**src/rtl/irq_rr_arbiter.sv**
```systemverilog
// irq_rr_arbiter: captures asynchronous request edges into pending bits and
// grants one unmasked pending line at a time, round-robin, as a registered
// one-hot vector with a valid/ack handshake. Requests that arrive on a line
// that is already pending are flagged in a sticky dropped vector.
module irq_rr_arbiter #(
    parameter int unsigned N = 4
) (
    input  logic         clk,
    input  logic         rst_n,
    input  logic [N-1:0] irq_in,
    input  logic [N-1:0] irq_mask,
    input  logic         grant_ack,
    input  logic         drop_clr,
    output logic [N-1:0] grant_onehot,
    output logic         grant_valid,
    output logic [N-1:0] pending,
    output logic [N-1:0] dropped
);

    localparam int unsigned PW = $clog2(N);

    typedef enum logic [0:0] {
        ST_IDLE  = 1'b0,
        ST_GRANT = 1'b1
    } state_t;

    // Input path: two-stage synchronizer plus previous-value stage per line
    logic [N-1:0]  r_s1;
    logic [N-1:0]  r_s2;
    logic [N-1:0]  r_prev;

    // Request bookkeeping
    logic [N-1:0]  r_pending;
    logic [N-1:0]  r_dropped;

    // Grant state
    state_t        r_state;
    state_t        w_state_nxt;
    logic [N-1:0]  r_grant;
    logic [N-1:0]  w_grant_nxt;
    logic          r_valid;
    logic          w_valid_nxt;
    logic [PW-1:0] r_gidx;
    logic [PW-1:0] w_gidx_nxt;
    logic [PW-1:0] r_ptr;
    logic [PW-1:0] w_ptr_nxt;

    // Combinational helpers
    logic [N-1:0]  w_rise;
    logic [N-1:0]  w_eligible;
    logic          w_found;
    logic [PW-1:0] w_pick_idx;
    logic [N-1:0]  w_pick_oh;
    logic          w_ack;
    logic [N-1:0]  w_clr;
    logic [N-1:0]  w_pending_nxt;
    logic [N-1:0]  w_dropped_nxt;

    assign w_rise     = r_s2 & ~r_prev;
    assign w_eligible = r_pending & ~irq_mask;
    assign w_clr      = w_ack ? r_grant : '0;

    // Synchronize raw request lines and keep the previous synchronized value
    always_ff @(posedge clk or negedge rst_n) begin
        if (!rst_n) begin
            r_s1   <= '0;
            r_s2   <= '0;
            r_prev <= '0;
        end else begin
            r_s1   <= irq_in;
            r_s2   <= r_s1;
            r_prev <= r_s2;
        end
    end

    // Round-robin pick: first eligible line at or above ptr, else the first
    // eligible line below ptr (wrap-around), done as two linear scans
    always_comb begin
        w_found    = 1'b0;
        w_pick_idx = '0;
        w_pick_oh  = '0;
        for (int unsigned i = 0; i < N; i++) begin
            if (!w_found && w_eligible[i] && (i >= 32'(r_ptr))) begin
                w_found    = 1'b1;
                w_pick_idx = PW'(i);
            end
        end
        for (int unsigned i = 0; i < N; i++) begin
            if (!w_found && w_eligible[i]) begin
                w_found    = 1'b1;
                w_pick_idx = PW'(i);
            end
        end
        for (int unsigned i = 0; i < N; i++) begin
            if (w_found && (PW'(i) == w_pick_idx)) begin
                w_pick_oh[i] = 1'b1;
            end
        end
    end

    // Pending/dropped next state: a new edge always wins over an ack clear
    always_comb begin
        w_pending_nxt = (r_pending & ~w_clr) | w_rise;
        w_dropped_nxt = (drop_clr ? '0 : r_dropped) | (w_rise & r_pending & ~w_clr);
    end

    // Pending and dropped registers
    always_ff @(posedge clk or negedge rst_n) begin
        if (!rst_n) begin
            r_pending <= '0;
            r_dropped <= '0;
        end else begin
            r_pending <= w_pending_nxt;
            r_dropped <= w_dropped_nxt;
        end
    end

    // Grant FSM next-state and registered-output decode
    always_comb begin
        w_state_nxt = r_state;
        w_grant_nxt = r_grant;
        w_valid_nxt = r_valid;
        w_gidx_nxt  = r_gidx;
        w_ptr_nxt   = r_ptr;
        w_ack       = 1'b0;
        case (r_state)
            ST_IDLE: begin
                w_grant_nxt = '0;
                w_valid_nxt = 1'b0;
                if (w_found) begin
                    w_grant_nxt = w_pick_oh;
                    w_valid_nxt = 1'b1;
                    w_gidx_nxt  = w_pick_idx;
                    w_state_nxt = ST_GRANT;
                end
            end
            ST_GRANT: begin
                if (grant_ack) begin
                    w_ack       = 1'b1;
                    w_ptr_nxt   = (r_gidx == PW'(N - 1)) ? '0 : r_gidx + 1'b1;
                    w_grant_nxt = '0;
                    w_valid_nxt = 1'b0;
                    w_state_nxt = ST_IDLE;
                end
            end
            default: begin
                w_grant_nxt = '0;
                w_valid_nxt = 1'b0;
                w_state_nxt = ST_IDLE;
            end
        endcase
    end

    // Grant FSM state, grant outputs and round-robin pointer
    always_ff @(posedge clk or negedge rst_n) begin
        if (!rst_n) begin
            r_state <= ST_IDLE;
            r_grant <= '0;
            r_valid <= 1'b0;
            r_gidx  <= '0;
            r_ptr   <= '0;
        end else begin
            r_state <= w_state_nxt;
            r_grant <= w_grant_nxt;
            r_valid <= w_valid_nxt;
            r_gidx  <= w_gidx_nxt;
            r_ptr   <= w_ptr_nxt;
        end
    end

    assign grant_onehot = r_grant;
    assign grant_valid  = r_valid;
    assign pending      = r_pending;
    assign dropped      = r_dropped;

endmodule

```
**config.mk**
```make
export PLATFORM = sky130hd
export DESIGN_NAME = irq_rr_arbiter
export DESIGN_NICKNAME = d
export VERILOG_FILES = /design/src/rtl/irq_rr_arbiter.sv
export SDC_FILE = /design/constraint.sdc
export NUM_CORES = 1
export LEC_CHECK = 0
export CORE_UTILIZATION = 48
export DETAILED_ROUTE_END_ITERATION = 12
export PLACE_DENSITY = 0.76
export SLEW_MARGIN = 20
export SYNTH_ARGS = -nofsm -noshare
export SYNTH_HDL_FRONTEND = slang
export SYNTH_SLANG_ARGS = --single-unit
```
**constraint.sdc**
```tcl
create_clock -name clk -period 1.9 [get_ports clk]
set_input_delay 0.19 -clock clk [delete_from_list [all_inputs] [get_ports clk]]
set_output_delay 0.19 -clock clk [all_outputs]
set_load 0.005 [all_outputs]
```
; After elaboration in Yosys (flattened, before gate mapping)
; Cells that the tools add are included.
[op_classes]
n_addsub = 1
order_cmp = 3
n_eq_ne = 5
muxes = 32
bitwise = 11
reduce_logical = 24
[op_table]
columns = operator, count
row1 = AND 4 bit, 5
row2 = 2-to-1 mux 1 bit, 18
row3 = 2-to-1 mux 4 bit, 4
row4 = logical AND 1 bit, 14
row5 = 2-to-1 mux 2 bit, 7
row6 = inverter 4 bit, 3
row7 = bitwise OR 4 bit, 2
row8 = case mux 4 bit (2 select lines), 1
row9 = logical NOT 1 bit, 7
row10 = "equality test 2 bit, first input constant", 2
row11 = "greater-or-equal comparator 1 x 2 -> 1 bit, first input constant", 2
row12 = case mux 1 bit (2 select lines), 2
row13 = AND reduction 2 bit, 2
row14 = "adder 2 x 1 -> 2 bit, second input constant", 1
row15 = "equality test 1 x 2 -> 1 bit, first input constant", 1
row16 = "equality test 2 bit, second input constant", 1
row17 = "greater-or-equal comparator 2 bit, first input constant", 1
row18 = logical NOT 2 bit, 1
row19 = "inequality test 2 bit, second input constant", 1
row20 = inverter 1 bit, 1
[word_totals]
reg_bits = 30
input_bits = 12
output_inout_bits = 13
wordCells = 86

; Depth between registers and ports, before layout
; Gate-level depths: netlist (run 1).
[logic_depth]
word_depth = 32
depth_mapped = 5
depth_no_buf = 4

; Least setup slack after synthesis (run 1)
; No wires, ideal clock.
[synth_timing]
path_kind = register -> register
from = register r_pending[2], in the netlist pending[2]
to = register r_grant[0], in the netlist grant_onehot[0]
setup_time_ns = 0.122
arrival_time_ns = 1.281
required_ns = 1.778
slack_ns = 0.497
path_stages_with_launch = 5
path_cell_list = dfrtp_1 nor2b_4 a211o_1 a22o_1 a32o_1
[synth_via]
elab_chain_cells = 24
elab_cells_between_ends = 30
cone_classes = 15 x mux / 1 x bitwise / 14 x reduce/logical
[synth_lines]
columns = element, line_no
row1 = start: declaration, 33  ; logic [N-1:0] r_pending;
row2 = start signal: assignment, 113  ; r_pending <= w_pending_nxt;
row3 = AND 4 bit (*), 60  ; assign w_eligible = r_pending & ~irq_mask;
row4 = logical AND 1 bit (2 in series), 83  ; if (!w_found && w_eligible[i] && (i >= 32'(r_ptr))) begin
row5 = 2-to-1 mux 1 bit, 83
row6 = logical NOT 1 bit, 83
row7 = logical AND 1 bit, 83
row8 = 2-to-1 mux 1 bit, 83
row9 = logical NOT 1 bit, 89  ; if (!w_found && w_eligible[i]) begin
row10 = logical AND 1 bit, 89
row11 = [7 not listed], -
row12 = logical NOT 1 bit, 89
row13 = logical AND 1 bit, 89
row14 = 2-to-1 mux 2 bit, 89
row15 = logical NOT 2 bit, 95  ; if (w_found && (PW'(i) == w_pick_idx)) begin
row16 = logical AND 1 bit, 95
row17 = 2-to-1 mux 1 bit, 95
row18 = 2-to-1 mux 4 bit (*), 130  ; if (w_found) begin
row19 = case mux 4 bit (2 select lines) (*), 126  ; case (r_state)
row20 = end signal: assignment, 164  ; r_grant <= w_grant_nxt;
row21 = end: declaration, 39  ; logic [N-1:0] r_grant;
; Every way passes the cells marked *; elsewhere a longest branch is shown, timed or not.
; A chain may end at the register's enable or synchronous reset.

; Final worst setup path (run 1)
[layout_timing]
from = register r_ptr[1]
to = register r_grant[2], in the netlist grant_onehot[2]
[layout_via]
elab_chain_cells = 31
elab_cells_between_ends = 40
cone_classes = 3 x order compare / 1 x eq/ne / 18 x mux / 18 x reduce/logical
[layout_lines]
columns = element, line_no
row1 = start: declaration, 45  ; logic [PW-1:0] r_ptr;
row2 = start signal: assignment, 167  ; r_ptr <= w_ptr_nxt;
row3 = greater-or-equal comparator 1 x 2 -> 1 bit, 83
row4 = logical AND 1 bit, 83
row5 = 2-to-1 mux 1 bit, 83
row6 = logical NOT 1 bit, 83
row7 = logical AND 1 bit (2 in series), 83
row8 = 2-to-1 mux 1 bit, 83
row9 = logical NOT 1 bit, 83
row10 = logical AND 1 bit (2 in series), 83
row11 = [13 not listed], -
row12 = logical NOT 1 bit, 89
row13 = logical AND 1 bit, 89
row14 = 2-to-1 mux 2 bit, 89
row15 = equality test 2 bit, 95
row16 = logical AND 1 bit, 95
row17 = 2-to-1 mux 1 bit, 95
row18 = 2-to-1 mux 4 bit (*), 130
row19 = case mux 4 bit (2 select lines) (*), 126
; Marks and branches as above.

==> results of run 1 <==
-- worst max-delay path by stage --
stage,startpoint,end,slack (ns)
2_1_floorplan,pending[2]$_DFF_PN0_,grant_onehot[0]$_DFFE_PN0P_,0.50
3_3_place_gp,irq_mask[2],r_gidx[0]$_DFFE_PN0P_,0.23
3_5_place_dp,irq_mask[2],r_gidx[0]$_DFFE_PN0P_,0.17
4_1_cts,pending[2]$_DFF_PN0_,grant_onehot[0]$_DFFE_PN0P_,0.40
5_1_grt,r_ptr[1]$_DFFE_PN0P_,grant_onehot[3]$_DFFE_PN0P_,0.27
6_report,r_ptr[1]$_DFFE_PN0P_,grant_onehot[2]$_DFFE_PN0P_,0.37
-- sequential cells by signal, indices dropped and copies added (netlist names) --
signal        count
r_s2              4
r_prev            4
dropped           4
pending           4
grant_onehot      4
grant_valid       1
r_s1              4
r_ptr             2
r_gidx            2
r_state           1
-- per-stage QoR --
| step | setup WS (ns) | cells | util |
|---|---|---|---|
| finish | 0.369 | 153 | 0.675 |
| global route | 0.274 | 153 | 0.675 |
| CTS | 0.398 | 153 | 0.675 |
| detailed placement | 0.169 | 145 | 0.639 |
| global placement | 0.225 | 145 | 0.639 |
| floorplan | 0.497 | 93 | - |
-- routing by layer --
metal  routed length, um  GRT usage  vias to the layer above
met3                 127     0.0952                        4
met2                1040      0.309                       30
met5                   0          0                        -
met1                 982      0.263                      393
met4                  28      0.116                        0
li1                    -          -                      392
-- layout make-up --
| cell class | count | area (um^2) |
|---|---|---|
| clock buffers | 8 | 78.8 |
| fillers | 182 | 727 |
| inverters | 6 | 22.5 |
| multi-input cells | 56 | 372 |
| flip-flops and latches | 30 | 751 |
| well taps | 28 | 35.0 |
| repair buffers | 25 | 248 |
-- report_power, final --
group          total, mW  switching, mW  internal, mW
sequential         0.962          0.162         0.801
combinational      0.704          0.304         0.400
clock              0.455          0.202         0.253
-- placed cells by master (no fill, tap or decap) --
cell             instances
dfrtp_1                 30
clkdlybuf4s50_1         24
nand2_1                 13
nand2b_1                 7
inv_1                    6
nand3_1                  5
o22ai_1                  5
clkbuf_4                 5
a22o_1                   3
clkbuf_8                 3
or2_2                    2
mux2_2                   2
a21oi_1                  2
a21o_1                   2
nand2b_4                 1
a41oi_1                  1
nor2_1                   1
nor2b_1                  1
o221ai_1                 1
nor2b_4                  1
nor3b_1                  1
a211o_1                  1
a22oi_1                  1
o31ai_1                  1
a211oi_1                 1
o21bai_1                 1
o31ai_2                  1
a32o_1                   1
ha_1                     1
buf_4                    1
-- cells by family after synthesis --
group,synth area share
simple gates,0.152
flops,0.653
compound gates,0.140
buf+inv,0.0239
mux,0.0196
fa+ha+maj,0.0109
-- Yosys cell counts, drive strengths merged --
| master | number |
|---|---|
| dfrtp | 30 |
| nand2 | 13 |
| nand2b | 8 |
| inv | 6 |
| nand3 | 5 |
| o22ai | 5 |
| a22o | 3 |
| a21o | 2 |
| a21oi | 2 |
| mux2 | 2 |
| nor2b | 2 |
| o31ai | 2 |
| or2 | 2 |
| a211o | 1 |
| a211oi | 1 |
| a22oi | 1 |
| a32o | 1 |
| a41oi | 1 |
| buf | 1 |
| ha | 1 |
| nor2 | 1 |
| nor3b | 1 |
| o21bai | 1 |
| o221ai | 1 |
==> impl_metrics.tcl, run 1 <==
set metrics [dict create \
    wl_per_cell_um 14.3 \
    cts_tree "done" \
    required_ns 2.10 \
    cts_setup_buffers 0 \
    max_freq_ghz 0.653 \
    dpl_cell_area_um2 1430 \
    drt-initial-drc-count 9 \
    fin_area_um2 1510 \
    rsz0062_at_grt "false" \
    crit_type "register to register" \
    die_w_um 50.9 \
    ir_drop_mv 0.889 \
    routabilityCongestion 0.829 \
    rr_worst_depth 4 \
    grt_overflow 0 \
    cts_inserted_buffers 5 \
    start_util 0.515 \
    first_pass_iters 4 \
    hold_viol 0 \
    cap_violations 0 \
    power.density_nw_per_um2 1410 \
    rrSetupSlack_ns 0.37 \
    diodes 0 \
    period_needed_ns 1.53 \
    synth_area_um2 1150 \
    cp_num_buf_inv 0 \
    setup.worst_path.end_class "register" \
    io_buffers 24 \
    yosys_warnings 0 \
    drc_errors 0 \
    drtAntennaViolNets 0 \
    yosysTopAreaCell "dfrtp_1" \
    slew_headroom 0.718 \
    dp_hpwl_um 1530 \
    cts.repair.resized 0 \
    avgSynthCellArea_um2 12.4 \
    track_usage 0.213 \
    routed_wl_um 2180 \
    tns_ns 0 \
    slowest_stage "dfrtp_1" \
    hold_buffers 0 \
    grt_pass1_vias 806 \
    synth.distinct_cells 27 \
    fin_crit_sh 0.806 \
    seq_area_frac_synth 0.653 \
    viasPerCell 5.35 \
    boundaryPins 25 \
    antenna_found_initial 0 \
    synth.net_count 106 \
    arrival_ns 1.73 \
    clk_path_buf_depth 2 \
    syn_to_final_growth_pct 31.0 \
    vias 819 \
    grt_pass1_wl_um 3750 \
    yosysTopAreaCellShare 0.653 \
    synth.area.top_cells "dfrtp_1, nand2_1, nand2b_1, o22ai_1, a22o_1" \
    drv_slew 0 \
    finalClockSkew_ns 0.00890 \
    outcome "complete, no violations" \
    critical_path.top_delay_family "compound AO/OA/AOI/OAI gates" \
    start_kind "register" \
    syn_inst 93 \
    num_rows 17 \
    hold_slack_ns 0.243 \
    r2r-end "grant_onehot[2]$_DFFE_PN0P_" \
    worstMarginPinSlew_ns 0.421 \
    p_leak_nw 0.692 \
    clkLatencyLatePin_ns 0.32 \
    holdCritPathClass "input port to asynchronous set/reset pin" \
    cp_slowest_stage_delay_ns 0.45 \
    synth_seq_cells 30 \
    cp.depth 4 \
    dieArea_um2 2600 \
    h-tree-depth 2 \
    coreArea_um2 2230 \
    fp.dieH_um 50.9 \
    cp_cell_sequence "or2_2 > o22ai_1 > a211oi_1 > a22o_1" \
    drive_above_1_share 0.128 \
    cts.clk_slew.worst_paths_ns 0.09 \
    crit_path_max_fanout 6 \
    p_total_mw 2.12 \
    clkSinkCount 30 \
    grt_start_max_net_pins 31 \
    r2r-start "r_ptr[1]$_DFFE_PN0P_" \
    clockRootBuffer "clkbuf_4" \
    nets 137 \
    finalSetupViolations 0 \
]
(Power assumes the default switching activity.)
==> inputs of run 2 (changes only) <==
- CORE_UTILIZATION: 48 -> 44
- PLACE_DENSITY: 0.76 -> 0.74
- clock period: 1.9 -> 1.3 ns (I/O delays scaled with it)
==> run 2 against run 1 <==
The flow now finishes with violations (setup timing). Fmax increased by 7.3%. Design area up 11%. Register-to-register slack got worse by 0.50 ns. Global-route usage decreased by 1.1 points. Power is 63% higher. Clock skew hardly changed. Final cell count increased by 12%. Critical endpoint is now grant_onehot[0]$_DFFE_PN0P_.
==> impl_metrics.tcl, run 2 (synthesized netlist as in run 1, its figures left out) <==
set metrics [dict create \
    period_needed_ns 1.43 \
    required_ns 1.52 \
    n_fill_cell 209 \
    worstMarginPinSlew_ns 0.361 \
    drive_above_1_share 0.277 \
    hold_slack_ns 0.185 \
    arrival_ns 1.65 \
    pre_cts_slack_ns -0.284 \
    syn_to_final_growth_pct 44.8 \
    drtAntennaViolNets 0 \
    finalClockSkew_ns 0.00875 \
    holdCritPathClass "input port to asynchronous set/reset pin" \
    grt_pass1_vias 880 \
    crit_type "register to register" \
    setup.worst_path.end_class "register" \
    wl_per_cell_um 13.3 \
    h-tree-depth 2 \
    io_buffers 24 \
    max_freq_ghz 0.701 \
    antenna_found_initial 0 \
    hold_viol 0 \
    track_usage 0.201 \
    slowest_stage "dfrtp_1" \
    diodes 0 \
    dieArea_um2 2820 \
    dp_hpwl_um 1710 \
    cp_num_buf_inv 0 \
    coreArea_um2 2480 \
    ir_drop_mv 1.40 \
    viasPerCell 5.22 \
    drv_slew 0 \
    grt_overflow 0 \
    routabilityCongestion 0.841 \
    cp_slowest_stage_delay_ns 0.43 \
    vias 892 \
    clockRootBuffer "clkbuf_4" \
    outcome "finished, violations left" \
    crit_path_max_fanout 4 \
    cp_cell_sequence "nor3b_2 > a211o_1 > a22o_1 > a32o_1" \
    routed_wl_um 2280 \
    cap_violations 0 \
    cts.clk_slew.worst_paths_ns 0.10 \
    hold_buffers 0 \
    boundaryPins 25 \
    fin_crit_sh 1.10 \
    start_kind "register" \
    finalSetupViolations 7 \
    num_rows 18 \
    fp.dieH_um 53.1 \
    power.density_nw_per_um2 2070 \
    clkLatencyLatePin_ns 0.32 \
    cts_inserted_buffers 5 \
    rsz0062_at_grt "true" \
    clk_path_buf_depth 2 \
    timing.final.ws_setup_ns -0.126 \
    first_pass_iters 5 \
    final_cell_mix "dfrtp_1, buf_4, nand2_1, dlygate4sd2_1, clkdlybuf4s50_1" \
    start_util 0.464 \
    drt-initial-drc-count 20 \
    clkSinkCount 30 \
    nets 153 \
    critical_path.top_delay_family "compound AO/OA/AOI/OAI gates" \
    slew_headroom 0.759 \
    failed_checks "setup timing" \
    cts_tree "done" \
    die_w_um 53.1 \
    p_leak_nw 0.804 \
    grt_start_max_net_pins 31 \
    grt_pass1_wl_um 3860 \
    drc_errors 0 \
    layout_commonest_cell "dfrtp_1" \
]
run 2: cell type report:
type                       instances  area [um^2]  area share
clock buffer                       5         37.5      0.0225
inverter                           6         22.5      0.0135
multi-input combinational         56          420       0.252
sequential                        30          751       0.451
timing repair buffer              41          357       0.214
tap                               30         37.5      0.0225
clock inverter                     3         40.0      0.0240
run 2: power breakdown:
part           switching (mW)  total [mW]  internal, mW  leakage [nW]
clock                   0.300       0.699         0.398        0.0450
combinational           0.626        1.42         0.795         0.406
sequential              0.165        1.33          1.17         0.352
total                    1.09        3.45          2.36         0.804
run 2: timing repair:
action                     CTS  global route
gates resized for setup     21             2
setup buffers                7             0
setup endpoints to repair   20             8
pin swaps                    2             0
cloned                       0             0
run 2: worst reg2reg max path: cells and delay by family, from the launching register on:
family             cells  cell delay (ns)
AOI/OAI and AO/OA      3             0.73
DFF                    1             0.43
and+or+nand+nor        1             0.17
run 2: worst paths after layout:
kind                                      start                          end  slack, ns  cells past startpoint
setup / recovery           pending[0]$_DFF_PN0_  grant_onehot[0]$_DFFE_PN0P_      -0.13                      4
hold / removal                            rst_n      grant_valid$_DFFE_PN0P_       0.18                      2
setup reg to reg           pending[0]$_DFF_PN0_  grant_onehot[0]$_DFFE_PN0P_      -0.13                      4
hold reg to reg               r_s1[0]$_DFF_PN0_            r_s2[0]$_DFF_PN0_       0.35                      0
max in group asynchronous                 rst_n          r_prev[0]$_DFF_PN0_       0.84                      2
min in group clk                      irq_in[1]            r_s1[1]$_DFF_PN0_       0.24                      1
run 2: routing by layer:
metal,vias up,track usage,part of all wire
met5,-,0,0
met4,0,0.0658,0.0062
met3,2,0.0603,0.072
met2,31,0.331,0.50
met1,437,0.252,0.43
li1,422,-,-
run 2: through the flow:
stage	TNS (ns)	util	instances	total power [mW]	cell area (um^2)
final	-0.438	0.672	171	3.45	1670
after global placement	-1.77	0.610	157	2.62	1510
after global routing	-0.902	0.672	171	3.70	1670
after detailed placement	-1.94	0.610	157	2.65	1510
after CTS	-0.457	0.673	172	3.50	1670
after floorplan	-0.0798	-	93	1.96	1150
